### src/rtl/ring_router_pkg.sv
// Shared constants and helpers for the 3-port ring router.
// Port indices, one-hot crossbar selects and lock FSM states.
package ring_router_pkg;

    localparam int NPORT  = 3;
    localparam int DEST_W = 2;

    localparam logic [DEST_W-1:0] PORT_LOCAL   = 2'd0;
    localparam logic [DEST_W-1:0] PORT_CW      = 2'd1;
    localparam logic [DEST_W-1:0] PORT_CCW     = 2'd2;
    localparam logic [DEST_W-1:0] PORT_ILLEGAL = 2'd3;

    localparam logic [2:0] SEL_NONE = 3'b000;
    localparam logic [2:0] SEL_I0   = 3'b001;
    localparam logic [2:0] SEL_I1   = 3'b010;
    localparam logic [2:0] SEL_I2   = 3'b100;

    localparam logic [0:0] ST_IDLE   = 1'b0;
    localparam logic [0:0] ST_LOCKED = 1'b1;

    function automatic logic [DEST_W-1:0] oh2idx(input logic [2:0] oh);
        logic [DEST_W-1:0] idx;
        idx = PORT_LOCAL;
        unique case (1'b1)
            oh[1]:   idx = PORT_CW;
            oh[2]:   idx = PORT_CCW;
            default: idx = PORT_LOCAL;
        endcase
        return idx;
    endfunction

    function automatic logic [DEST_W-1:0] next_ptr(input logic [DEST_W-1:0] idx);
        return (idx == PORT_CCW) ? PORT_LOCAL : idx + 2'd1;
    endfunction

endpackage

### src/rtl/rr_arb3.sv
// Combinational 3-way round-robin arbiter.
// Scans ptr, ptr+1, ptr+2 (mod 3) and grants the first requester one-hot.
module rr_arb3
    import ring_router_pkg::*;
(
    input  logic [2:0]        req,
    input  logic [DEST_W-1:0] ptr,
    output logic [2:0]        gnt
);

    always_comb begin
        gnt = SEL_NONE;
        unique case (ptr)
            2'd1: begin
                if (req[1])      gnt = SEL_I1;
                else if (req[2]) gnt = SEL_I2;
                else if (req[0]) gnt = SEL_I0;
            end
            2'd2: begin
                if (req[2])      gnt = SEL_I2;
                else if (req[0]) gnt = SEL_I0;
                else if (req[1]) gnt = SEL_I1;
            end
            default: begin
                if (req[0])      gnt = SEL_I0;
                else if (req[1]) gnt = SEL_I1;
                else if (req[2]) gnt = SEL_I2;
            end
        endcase
    end

endmodule

### src/rtl/ring_switch_allocator.sv
// Switch allocator for the 3x3 ring router crossbar.
// Per-output round-robin lock held for a wormhole packet until its tail.
module ring_switch_allocator
    import ring_router_pkg::*;
#(
    parameter int SEL_W = 5
) (
    input  logic              clk,
    input  logic              rst,
    input  logic [2:0]        in_valid,
    input  logic [DEST_W-1:0] in_dest0,
    input  logic [DEST_W-1:0] in_dest1,
    input  logic [DEST_W-1:0] in_dest2,
    input  logic [2:0]        in_tail,
    input  logic [2:0]        out_ready,
    output logic [2:0]        in_ack,
    output logic [SEL_W-1:0]  sel0,
    output logic [SEL_W-1:0]  sel1,
    output logic [SEL_W-1:0]  sel2,
    output logic [2:0]        out_valid,
    output logic              err_dest
);

    logic [DEST_W-1:0] dest    [NPORT];
    logic [0:0]        st_q    [NPORT];
    logic [DEST_W-1:0] owner_q [NPORT];
    logic [DEST_W-1:0] ptr_q   [NPORT];
    logic [2:0]        sel_q   [NPORT];
    logic [2:0]        req     [NPORT];
    logic [2:0]        gnt     [NPORT];
    logic [2:0]        busy;
    logic [2:0]        xfer;
    logic [2:0]        ov_q;
    logic              err_d;
    logic              err_q;

    assign dest[0] = in_dest0;
    assign dest[1] = in_dest1;
    assign dest[2] = in_dest2;

    // An input that already owns an output must not request another one.
    always_comb begin
        busy = '0;
        for (int o = 0; o < NPORT; o++) begin
            for (int i = 0; i < NPORT; i++) begin
                if (st_q[o] == ST_LOCKED && owner_q[o] == 2'(i))
                    busy[i] = 1'b1;
            end
        end
    end

    always_comb begin
        for (int o = 0; o < NPORT; o++) begin
            req[o] = '0;
            for (int i = 0; i < NPORT; i++) begin
                req[o][i] = in_valid[i] & ~busy[i] & (dest[i] == 2'(o));
            end
        end
    end

    always_comb begin
        xfer   = '0;
        in_ack = '0;
        for (int o = 0; o < NPORT; o++) begin
            xfer[o] = (st_q[o] == ST_LOCKED) & in_valid[owner_q[o]]
                    & out_ready[o];
            for (int i = 0; i < NPORT; i++) begin
                if (xfer[o] && owner_q[o] == 2'(i))
                    in_ack[i] = 1'b1;
            end
        end
    end

    always_comb begin
        err_d = 1'b0;
        for (int i = 0; i < NPORT; i++) begin
            if (in_valid[i] && !busy[i] && dest[i] == PORT_ILLEGAL)
                err_d = 1'b1;
        end
    end

    for (genvar g = 0; g < NPORT; g++) begin : g_arb
        rr_arb3 u_arb (
            .req (req[g]),
            .ptr (ptr_q[g]),
            .gnt (gnt[g])
        );
    end

    always_ff @(posedge clk or negedge rst) begin
        if (!rst) begin
            for (int o = 0; o < NPORT; o++) begin
                st_q[o]    <= ST_IDLE;
                owner_q[o] <= PORT_LOCAL;
                ptr_q[o]   <= PORT_LOCAL;
                sel_q[o]   <= SEL_NONE;
            end
            ov_q  <= '0;
            err_q <= 1'b0;
        end else begin
            for (int o = 0; o < NPORT; o++) begin
                if (st_q[o] == ST_IDLE) begin
                    if (|req[o]) begin
                        st_q[o]    <= ST_LOCKED;
                        owner_q[o] <= oh2idx(gnt[o]);
                        sel_q[o]   <= gnt[o];
                    end
                end else if (xfer[o] && in_tail[owner_q[o]]) begin
                    st_q[o]  <= ST_IDLE;
                    ptr_q[o] <= next_ptr(owner_q[o]);
                    sel_q[o] <= SEL_NONE;
                end
            end
            ov_q  <= xfer;
            err_q <= err_d;
        end
    end

    assign sel0      = SEL_W'(sel_q[0]);
    assign sel1      = SEL_W'(sel_q[1]);
    assign sel2      = SEL_W'(sel_q[2]);
    assign out_valid = ov_q;
    assign err_dest  = err_q;

endmodule

### config.mk
export PLATFORM = sky130hd
export DESIGN_NAME = ring_switch_allocator
export DESIGN_NICKNAME = d
export VERILOG_FILES = /design/src/rtl/ring_router_pkg.sv /design/src/rtl/rr_arb3.sv /design/src/rtl/ring_switch_allocator.sv
export SDC_FILE = /design/constraint.sdc
export NUM_CORES = 1
export LEC_CHECK = 0
export ABC_CLOCK_PERIOD_IN_PS = 2700
export BUFFER_PORTS_ARGS = -buffer_cell sky130_fd_sc_hd__buf_2
export CAP_MARGIN = 25
export CORE_ASPECT_RATIO = 0.75
export CORE_MARGIN = 2
export CORE_UTILIZATION = 35
export DETAILED_ROUTE_END_ITERATION = 10
export GPL_TIMING_DRIVEN = 0
export PLACE_DENSITY_LB_ADDON = 0.3
export SETUP_SLACK_MARGIN = 0.05
export SYNTH_ARGS = -nofsm -noshare
export SYNTH_HDL_FRONTEND = slang
export SYNTH_SLANG_ARGS = --single-unit
### constraint.sdc
create_clock -name clk -period 2.7 [get_ports clk]
set_clock_uncertainty 0.1 [all_clocks]
set_input_delay 0.54 -clock clk [delete_from_list [all_inputs] [get_ports clk]]
set_output_delay 0.54 -clock clk [all_outputs]
set_load 0.005 [all_outputs]
==> results.toml, run 1 <==
[final_layout]
nNetsFinal = 251
antenna_cells = 0
area_growth_pct = 20.5
final_util_pct = 44.0
nFillCells = 500
drive_above_1_share_pct = 30.8
stdcell_count = 287

[clock_tree]
htreeDepth = 1
cts_buffer_depth = 2
cts_tree = "done"
worstSkewPairLatency_ns = 0.29
cts-root-buf = "clkbuf_8"
numCtsBuffers = 3
cts.sink_count = 28
clk_pin_slew_ns = 0.11

[route]
drc_errors = 0
wire_per_inst_um = 15.6
vias = 1540
antenna_left = 0
dr.pass1.iters = 4
viasPerCell = 5.37
wl_mm = 4.49
drtIter0Drc = 127

[logic_synthesis]
ys_ff_latch = 28
synth_top_area_cell = "dfrtp_1"
synthArstFlopShare_pct = 100
syn_area_um2 = 1800
postSynthAreaPerCell_um2 = 9.77
ys_types = 49
yosysTopAreaCellShare_pct = 39.0
synth-main-ff-cell = "dfrtp_1"
synth_edf_count = 0
netlist_top_cells_area = "dfrtp_1, o32ai_1, ha_1, inv_1, mux2i_1"
ys_warn_count = 0
seq_area_frac_synth_pct = 39.0
synthCells = 184

[placed_design]
gp_congestion = 0.850
hpwl_mm = 3.48
place_ws_ns = 0.206
place_inst = 281
portBuffers = 32

[sta]
worst_pin_slew_ns = 0.616
grt_setup_unrepaired = "no"
setup_violations = 0
max_freq_mhz = 383
fin_crit_ns = 2.61
fin_crit_sh_pct = 96.6
fin_tns_setup_ns = 0
hold_violations = 0
setup_slack_ns = 0.0921
slew_headroom_pct = 59.0
maxSlewViolCount = 0

[setup_path]
rr_worst_depth = 5
criticalPathCategory = "reg -> out"
worst_ep_arrival_time_ns = 1.97
cp-startpoint = "owner_q[3]"
cp_cell_sequence = "buf_4 -> mux2i_1 -> o2bb2ai_1 -> and3_4 -> and3_4 -> or3_1 -> buf_2"
r2r-start = "st_q[1]"
r2r-end = "owner_q[5]"
end_kind = "output port"
r2r_slack_ns = 0.30
path_buf_inv = 2
crit_top_cell = "and3_4"
critPathRequiredTime_ns = 2.06
crit_cells = 7
startpoint_type = "register"
cp_slowest_cell = "dfrtp_1"
cp-endpoint = "in_ack[0]"
slowest_delay_ns = 0.38
critical_path_peak_fanout = 7
crit_family = "simple AND/OR/NAND/NOR gates"

[grt]
grt_max_degree = 29
grt_antenna_before_repair = 0
overflow = 0
grt_pass1_vias = 1438
grt_pass1_wl_mm = 7.38
grt.total_usage_pct = 16.6

[floorplan]
core_area_um2 = 4930
ios = 39
fp.dieW_um = 86.8
dieArea_um2 = 5730
num_rows = 22
start_util_pct = 36.5
die_h_um = 66.1

[power_and_ir_drop]
peakVddDrop_mv = 0.433
powerDensity_nw_per_um2 = 1020
leakage_nw = 1.03

[run]
cap_violations = 0

[worst_hold_path]
hold_class = "in -> async"

[outcome]
status = "finished, final reports clean"
[area by class of cell]
| cell class | instances | area, µm² | area share (%) |
|---|---|---|---|
| plain buffers | 8 | 63.8 | 2.94 |
| flip-flops and latches | 28 | 702 | 32.4 |
| inverters | 18 | 67.6 | 3.12 |
| clock buffers | 4 | 55.1 | 2.54 |
| repair buffers | 35 | 183 | 8.43 |
| multi-input cells | 134 | 1020 | 47.1 |
| well taps | 60 | 75.1 | 3.46 |
[how the worst min path moves through the flow]
stage               depth (start not counted)  startpoint            to  slack [ns]
global placement                            1    ptr_q[4]      ptr_q[4]        0.42
finish                                      1         rst  out_valid[0]        0.15
detailed placement                          1    ptr_q[0]      ptr_q[0]        0.42
floorplan                                   0         rst      err_dest        0.14
CTS                                         1         rst  out_valid[0]        0.18
global route                                1         rst       st_q[2]        0.20
[where the power goes]
part	switching [mW]	total, mW	internal, mW
combinational	0.619	1.19	0.567
sequential	0.170	0.764	0.594
clock	0.137	0.268	0.131
[timing repair]
item / in CTS / in global routing
buffers inserted: 1 / 2
pin swaps: 0 / 0
setup endpoints to repair: 2 / 2
endpoints found under the hold margin: 0 / 0
resized for setup: 4 / 10
hold buffers: 0 / 0
[stage by stage]
stage / instance area (µm²) / total power, mW / hold slack (ns)
floorplan: 1820 / 1.54 / 0.144
global placement: 2050 / 1.86 / 0.419
detailed placement: 2050 / 1.87 / 0.422
CTS: 2120 / 2.17 / 0.183
global route: 2170 / 2.41 / 0.202
finish: 2170 / 2.22 / 0.148
[cells by family (layout without fill, tap and decap cells)]
| kind of cell | Yosys count | count (layout) | share of synthesized area, % |
|---|---|---|---|
| AOI/OAI and AO/OA | 48 | 48 | 23.4 |
| adders and majority gates | 6 | 6 | 4.18 |
| buffers and inverters | 27 | 65 | 7.03 |
| DFF | 28 | 28 | 39.0 |
| muxes | 9 | 9 | 5.22 |
| other | 1 | 6 | 0.209 |
| and+or+nand+nor | 65 | 65 | 21.0 |
[cell usage in the layout (no fill, tap or decap), types with 2 or more instances in the layout]
| cell | Yosys | layout |
|---|---|---|
| a22o_1 | 3 | 3 |
| mux2_2 | 3 | 3 |
| nand3_1 | 8 | 8 |
| a21o_1 | 2 | 2 |
| nor2b_1 | 6 | 3 |
| o21ai_0 | 2 | 2 |
| mux2i_1 | 6 | 6 |
| buf_4 | 6 | 10 |
| nand4_1 | 3 | 3 |
| clkbuf_8 | 0 | 4 |
| nor4_1 | 3 | 3 |
| a311oi_2 | 2 | 2 |
| nand2_1 | 14 | 14 |
| o2bb2ai_1 | 6 | 6 |
| nor3_1 | 3 | 2 |
| buf_2 | 2 | 32 |
| ha_1 | 6 | 6 |
| a31oi_1 | 2 | 2 |
| or3_4 | 2 | 2 |
| dfrtp_1 | 28 | 27 |
| and3b_1 | 3 | 3 |
| nor2b_2 | 0 | 2 |
| o31ai_1 | 3 | 3 |
| a21boi_0 | 4 | 4 |
| conb_1 | 1 | 6 |
| o22ai_1 | 4 | 4 |
| nand2b_1 | 3 | 3 |
| nor2_1 | 5 | 5 |
| inv_1 | 18 | 18 |
| and3_1 | 4 | 2 |
| o32ai_1 | 9 | 9 |
| nor3b_1 | 3 | 3 |
| and3_4 | 0 | 3 |
[flip-flops by register name, indices dropped and copies added (netlist names)]
register   cells
err_dest       1
out_valid      3
owner_q        6
ptr_q          6
sel0           3
sel1           3
sel2           3
st_q           3
[cell usage after synthesis (all sizes together) (2+ instances only)]
| cell | number |
|---|---|
| a21boi | 4 |
| a21o | 3 |
| a22o | 3 |
| a311oi | 2 |
| a31oi | 4 |
| and3 | 5 |
| and3b | 4 |
| buf | 8 |
| dfrtp | 28 |
| ha | 6 |
| inv | 18 |
| mux2 | 3 |
| mux2i | 6 |
| nand2 | 14 |
| nand2b | 3 |
| nand3 | 8 |
| nand4 | 3 |
| nor2 | 5 |
| nor2b | 6 |
| nor3 | 3 |
| nor3b | 3 |
| nor4 | 3 |
| o21ai | 2 |
| o22ai | 4 |
| o2bb2ai | 6 |
| o311ai | 2 |
| o31a | 2 |
| o31ai | 3 |
| o32ai | 9 |
| or2 | 2 |
| or3 | 3 |
[worst reg2reg max path, delay by kind of cell, from the launching register on]
kind,cells,cell delay [ns]
flip-flops,1,0.53
AO/OA/AOI/OAI,2,0.51
AND/OR/NAND/NOR,3,1.13
[per-layer routing]
metal,GRT usage [%],up-vias,part of all wire [%]
li1,-,768,-
met2,23.2,50,40
met1,26.3,718,53
met4,2.93,0,0.56
met5,0,-,0
met3,3.25,4,6.2
Power figures use the tool's default switching activity.
==> inputs of run 2 (changes only) <==
- CORE_UTILIZATION: 35 -> 54
==> run 2 against run 1 <==
- final cell count fell by 6.6%
- routed wire length fell by 1.7%
- setup slack improved by 0.042 ns
- die area fell by 34%
- combinational power barely moved
==> results.toml, run 2 (synthesized netlist as in run 1, its figures left out) <==
[outcome]
status = "finished, final reports clean"

[setup_path]
startpoint_type = "register"
crit_cells = 7
rr_worst_depth = 5
cp_slowest_cell = "dfrtp_1"
path_buf_inv = 2
crit_family = "simple AND/OR/NAND/NOR gates"
end_kind = "output port"
slowest_delay_ns = 0.38
criticalPathCategory = "reg -> out"
critical_path_peak_fanout = 6
cp_cell_sequence = "buf_6 -> mux2i_2 -> o2bb2ai_2 -> and3_4 -> and3_1 -> or3_1 -> buf_2"
critPathRequiredTime_ns = 2.06
worst_ep_arrival_time_ns = 1.93

[final_layout]
regArea_um2 = 704
nNetsFinal = 252
reg_top3 = "owner_q x6, ptr_q x6"
drive_above_1_share_pct = 32.5
layout_commonest_cell = "buf_2"
antenna_cells = 0
final_cell_mix = "buf_2, dfrtp_1, inv_1, nand2_1, buf_4"
nFillCells = 281
multiInputGateArea_um2 = 1030
area_growth_pct = 20.2

[clock_tree]
worstSkewPairLatency_ns = 0.28
ctsHoldBuffers = 0
cts.sink_count = 28
clk_pin_slew_ns = 0.10
numCtsBuffers = 3
htreeDepth = 1
cts_buffer_depth = 2
cts-root-buf = "clkbuf_8"
cts_tree = "done"

[power_and_ir_drop]
swShare_pct = 42.0
power.switching_mw = 0.952
p_comb_share_pct = 53.8
p_clk_share_pct = 11.8
internal_power_mw = 1.31
peakVddDrop_mv = 0.517
powerDensity_nw_per_um2 = 1050
leakage_nw = 1.03
pwr-share-seq_pct = 34.4

[floorplan]
ios = 39
fp.dieW_um = 70.6
start_util_pct = 55.4
num_rows = 18
core_area_um2 = 3240
die_h_um = 54.0
dieArea_um2 = 3810

[sta]
fin_tns_setup_ns = 0
grt_setup_unrepaired = "yes"
fin_crit_ns = 2.57
maxSlewViolCount = 0
hold_violations = 0
worst_pin_slew_ns = 0.634
setup_violations = 0
whs_ns = 0.170
fin_crit_sh_pct = 95.0
max_freq_mhz = 390
slew_headroom_pct = 57.7

[grt]
grt_pass1_wl_mm = 6.87
grt_pass1_vias = 1433
grt.total_usage_pct = 23.6
overflow = 0
grt_max_degree = 29
grt_antenna_before_repair = 0

[placed_design]
hpwl_mm = 3.31
portBuffers = 32
gp_congestion = 0.885

[route]
drc_errors = 0
dr.pass1.iters = 4
viasPerCell = 6.01
wire_per_inst_um = 16.5
antenna_left = 0
wl_mm = 4.41
drtIter0Drc = 174
vias = 1610

[worst_hold_path]
hold_class = "in -> async"

[run]
cap_violations = 0
==> run 2: cell count changes in the layout (fill, tap and decap cells not counted), sizes merged <==
cell,before,now
buf,43,44
==> run 2: final cells by class <==
class	instances	area share, %
multi-input cells	134	47.5
well taps	40	2.32
clock buffers	4	2.55
inverters	18	3.13
flip-flops and latches	28	32.6
repair buffers	36	8.80
plain buffers	8	3.13
==> run 2: worst reg2reg max path, cell delays in order, from the launching register on <==
cell	delay, ns
dfrtp_1	0.51
nor3b_1	0.21
or4_4	0.55
or3_4	0.38
a31oi_2	0.35
o32ai_1	0.16
==> run 2: worst paths after layout <==
path	start	end	slack [ns]
min in group clk	sel2[0]	sel2[0]	0.44
max in group asynchronous	rst	owner_q[1]	1.88
max	owner_q[3]	in_ack[0]	0.13
min reg2reg	sel2[0]	sel2[0]	0.44
min	rst	ptr_q[4]	0.17
max reg2reg	st_q[2]	owner_q[5]	0.31
==> run 2: through the flow <==
| step | utilization [%] | cells | setup slack [ns] | total power [mW] | instance area (µm²) |
|---|---|---|---|---|---|
| finish | 66.6 | 268 | 0.134 | 2.27 | 2160 |
| global route | 66.6 | 268 | 0.0297 | 2.43 | 2160 |
| CTS | 64.9 | 266 | 0.0678 | 2.17 | 2100 |
| detailed placement | 62.5 | 261 | 0.196 | 1.88 | 2030 |
| global placement | 62.5 | 261 | 0.246 | 1.84 | 2030 |
| floorplan | - | 189 | 0.582 | 1.54 | 1820 |
==> run 2: power groups by stage <==
stage                     clock (mW)  sequential, mW  combinational, mW
final                          0.267           0.780               1.22
after global routing           0.286           0.801               1.34
after CTS                      0.268           0.749               1.15
after detailed placement           0           0.762               1.12
after global placement             0           0.756               1.08
after floorplan                    0           0.728              0.816
==> run 2: repair_timing <==
| item | in CTS | in global routing |
|---|---|---|
| hold endpoints to repair | 0 | 0 |
| setup buffers | 1 | 3 |
| gates resized for setup | 5 | 12 |
| pin swaps | 0 | 2 |
| endpoints found under the setup margin | 2 | 2 |
==> run 2: routing by layer <==
metal	part of all wire, %	global-route usage, %
met3	7.4	6.37
met2	45	38.4
met4	0.32	2.83
met5	0	0
met1	47	33.1
==> inputs of run 3 (changes only) <==
- ABC_CLOCK_PERIOD_IN_PS: 2700 -> 2300
- CORE_UTILIZATION: 54 -> 49
- clock period: 2.7 -> 2.3 ns (I/O delays scaled with it)
==> run 3 against run 2 <==
- the run now ends with setup timing left
- combinational power grew 43%
- setup slack lost 0.25 ns
- sequential power grew 15%
- final area grew 8.8%
- die area grew 9.5%
- non-clock buffer count grew 9
- final cell count grew 7.5%
- first-iteration DRC count shrank 14%
- clock power grew 2%
- sequential share of layout area shrank 2.6 points
- sequential cell count is the same
- largest power group unchanged
==> results.toml, run 3 (synthesized netlist as in run 1, its figures left out) <==
[final_layout]
nNetsFinal = 261
layout_commonest_cell = "buf_2"
area_growth_pct = 30.8
nFillCells = 290
drive_above_1_share_pct = 39.4
reg_top3 = "owner_q x6, ptr_q x6"
final_cell_area_um2 = 2350
antenna_cells = 0
final_util_pct = 65.5
final_cell_mix = "buf_2, dfrtp_1, inv_1, buf_4, nand2_1"

[clock_tree]
cts_tree = "done"
ctsHoldBuffers = 0
numCtsBuffers = 3
cts-root-buf = "clkbuf_8"
clk_pin_slew_ns = 0.10
cts_buffer_depth = 2
htreeDepth = 1
cts.sink_count = 28
worstSkewPairLatency_ns = 0.28

[floorplan]
fp.dieW_um = 73.9
core_area_um2 = 3590
die_h_um = 56.5
dieArea_um2 = 4170
ios = 39
num_rows = 19
start_util_pct = 50.1

[sta]
max_freq_mhz = 414
fin_tns_setup_ns = -0.253
fin_crit_ns = 2.42
fin_crit_sh_pct = 105
setup_slack_ns = -0.116
maxSlewViolCount = 0
setup_violations = 3
whs_ns = 0.0859
grt_setup_unrepaired = "yes"
hold_violations = 0
worst_pin_slew_ns = 0.647
slew_headroom_pct = 56.8

[run]
cap_violations = 0

[setup_path]
r2r-end = "sel1[0]"
rr_worst_depth = 7
r2r_slack_ns = 0.04
criticalPathCategory = "reg -> out"
r2r-start = "owner_q[3]"
startpoint_type = "register"
critPathRequiredTime_ns = 1.74
end_kind = "output port"
critical_path_peak_fanout = 4
worst_ep_arrival_time_ns = 1.86

[grt]
grt_pass1_wl_mm = 7.55
grt_pass1_vias = 1514
grt_max_degree = 29
overflow = 0
grt.total_usage_pct = 23.7
grt_antenna_before_repair = 0

[power_and_ir_drop]
power.switching_mw = 1.25
pwr-share-seq_pct = 30.8
leakage_nw = 1.09
internal_power_mw = 1.66
p_comb_share_pct = 59.9
total_power_mw = 2.91
p_clk_share_pct = 9.4
powerDensity_nw_per_um2 = 1240
peakVddDrop_mv = 0.538
swShare_pct = 42.9

[route]
drc_errors = 0
dr_wl_met2_mm = 2.25
antenna_left = 0
dr.pass1.iters = 4
wl_mm = 4.87
drtIter0Drc = 149
vias = 1683
viasPerCell = 5.84
wire_per_inst_um = 16.9
wl_met3_um = 285
drt-met1-wl_mm = 2.26
highest-signal-layer = "met4"

[placed_design]
portBuffers = 32
hpwl_mm = 3.25
gp_congestion = 0.837
place_area_um2 = 2040

[worst_hold_path]
hold_class = "in -> async"

[outcome]
violations = "setup timing"
status = "complete, but fails checks"
==> run 3: metal layers <==
metal / up-vias / global-route usage, %
met4: 0 / 5.19
li1: 794 / -
met5: - / 0
met1: 817 / 36.4
met2: 63 / 34.3
met3: 9 / 4.85
==> run 3: worst max-delay path, cell delays in order, from the launching register on <==
cell	delay [ns]
dfrtp_1	0.37
buf_6	0.13
mux2i_1	0.21
o2bb2ai_2	0.09
and3_4	0.18
and3_4	0.15
or3_1	0.31
buf_2	0.13
==> run 3: area by class of cell <==
type                            count  area, µm²  area share, %
Buffer                              8       67.6           2.87
Clock buffer                        3       41.3           1.76
Inverter                           18       67.6           2.87
Multi-Input combinational cell    134       1140           48.6
Sequential cell                    28        706           30.0
Tap cell                           52       65.1           2.77
Timing Repair Buffer               45        262           11.1
==> run 3: how the worst max path moves through the flow <==
stage	startpoint	endpoint	slack, ns	depth (start not counted)
6_report	owner_q[3]	in_ack[0]	-0.12	7
5_1_grt	owner_q[3]	in_ack[0]	-0.19	7
4_1_cts	owner_q[5]	in_ack[0]	-0.09	7
3_5_place_dp	owner_q[1]	in_ack[2]	-0.09	6
3_3_place_gp	owner_q[1]	in_ack[2]	-0.05	6
2_1_floorplan	st_q[2]	owner_q[5]	0.18	5
==> run 3: stage by stage <==
| step | instances | worst slack [ns] |
|---|---|---|
| floorplan | 189 | 0.182 |
| global placement | 273 | -0.0538 |
| detailed placement | 273 | -0.0862 |
| CTS | 286 | -0.0910 |
| global route | 288 | -0.187 |
| finish | 288 | -0.116 |
==> run 3: power by group through the flow <==
| stage | clock network (mW) | logic, mW | registers (mW) |
|---|---|---|---|
| final | 0.273 | 1.74 | 0.895 |
| after floorplan | 0 | 0.958 | 0.855 |
| after global routing | 0.305 | 1.88 | 0.919 |
| after CTS | 0.280 | 1.53 | 0.879 |
| after detailed placement | 0 | 1.29 | 0.899 |
| after global placement | 0 | 1.27 | 0.890 |
==> run 3: what timing repair did <==
item	4_1_cts	5_1_grt
buffers inserted	11	2
pin swaps	8	5
setup endpoints to repair	19	19
gates resized for setup	20	18
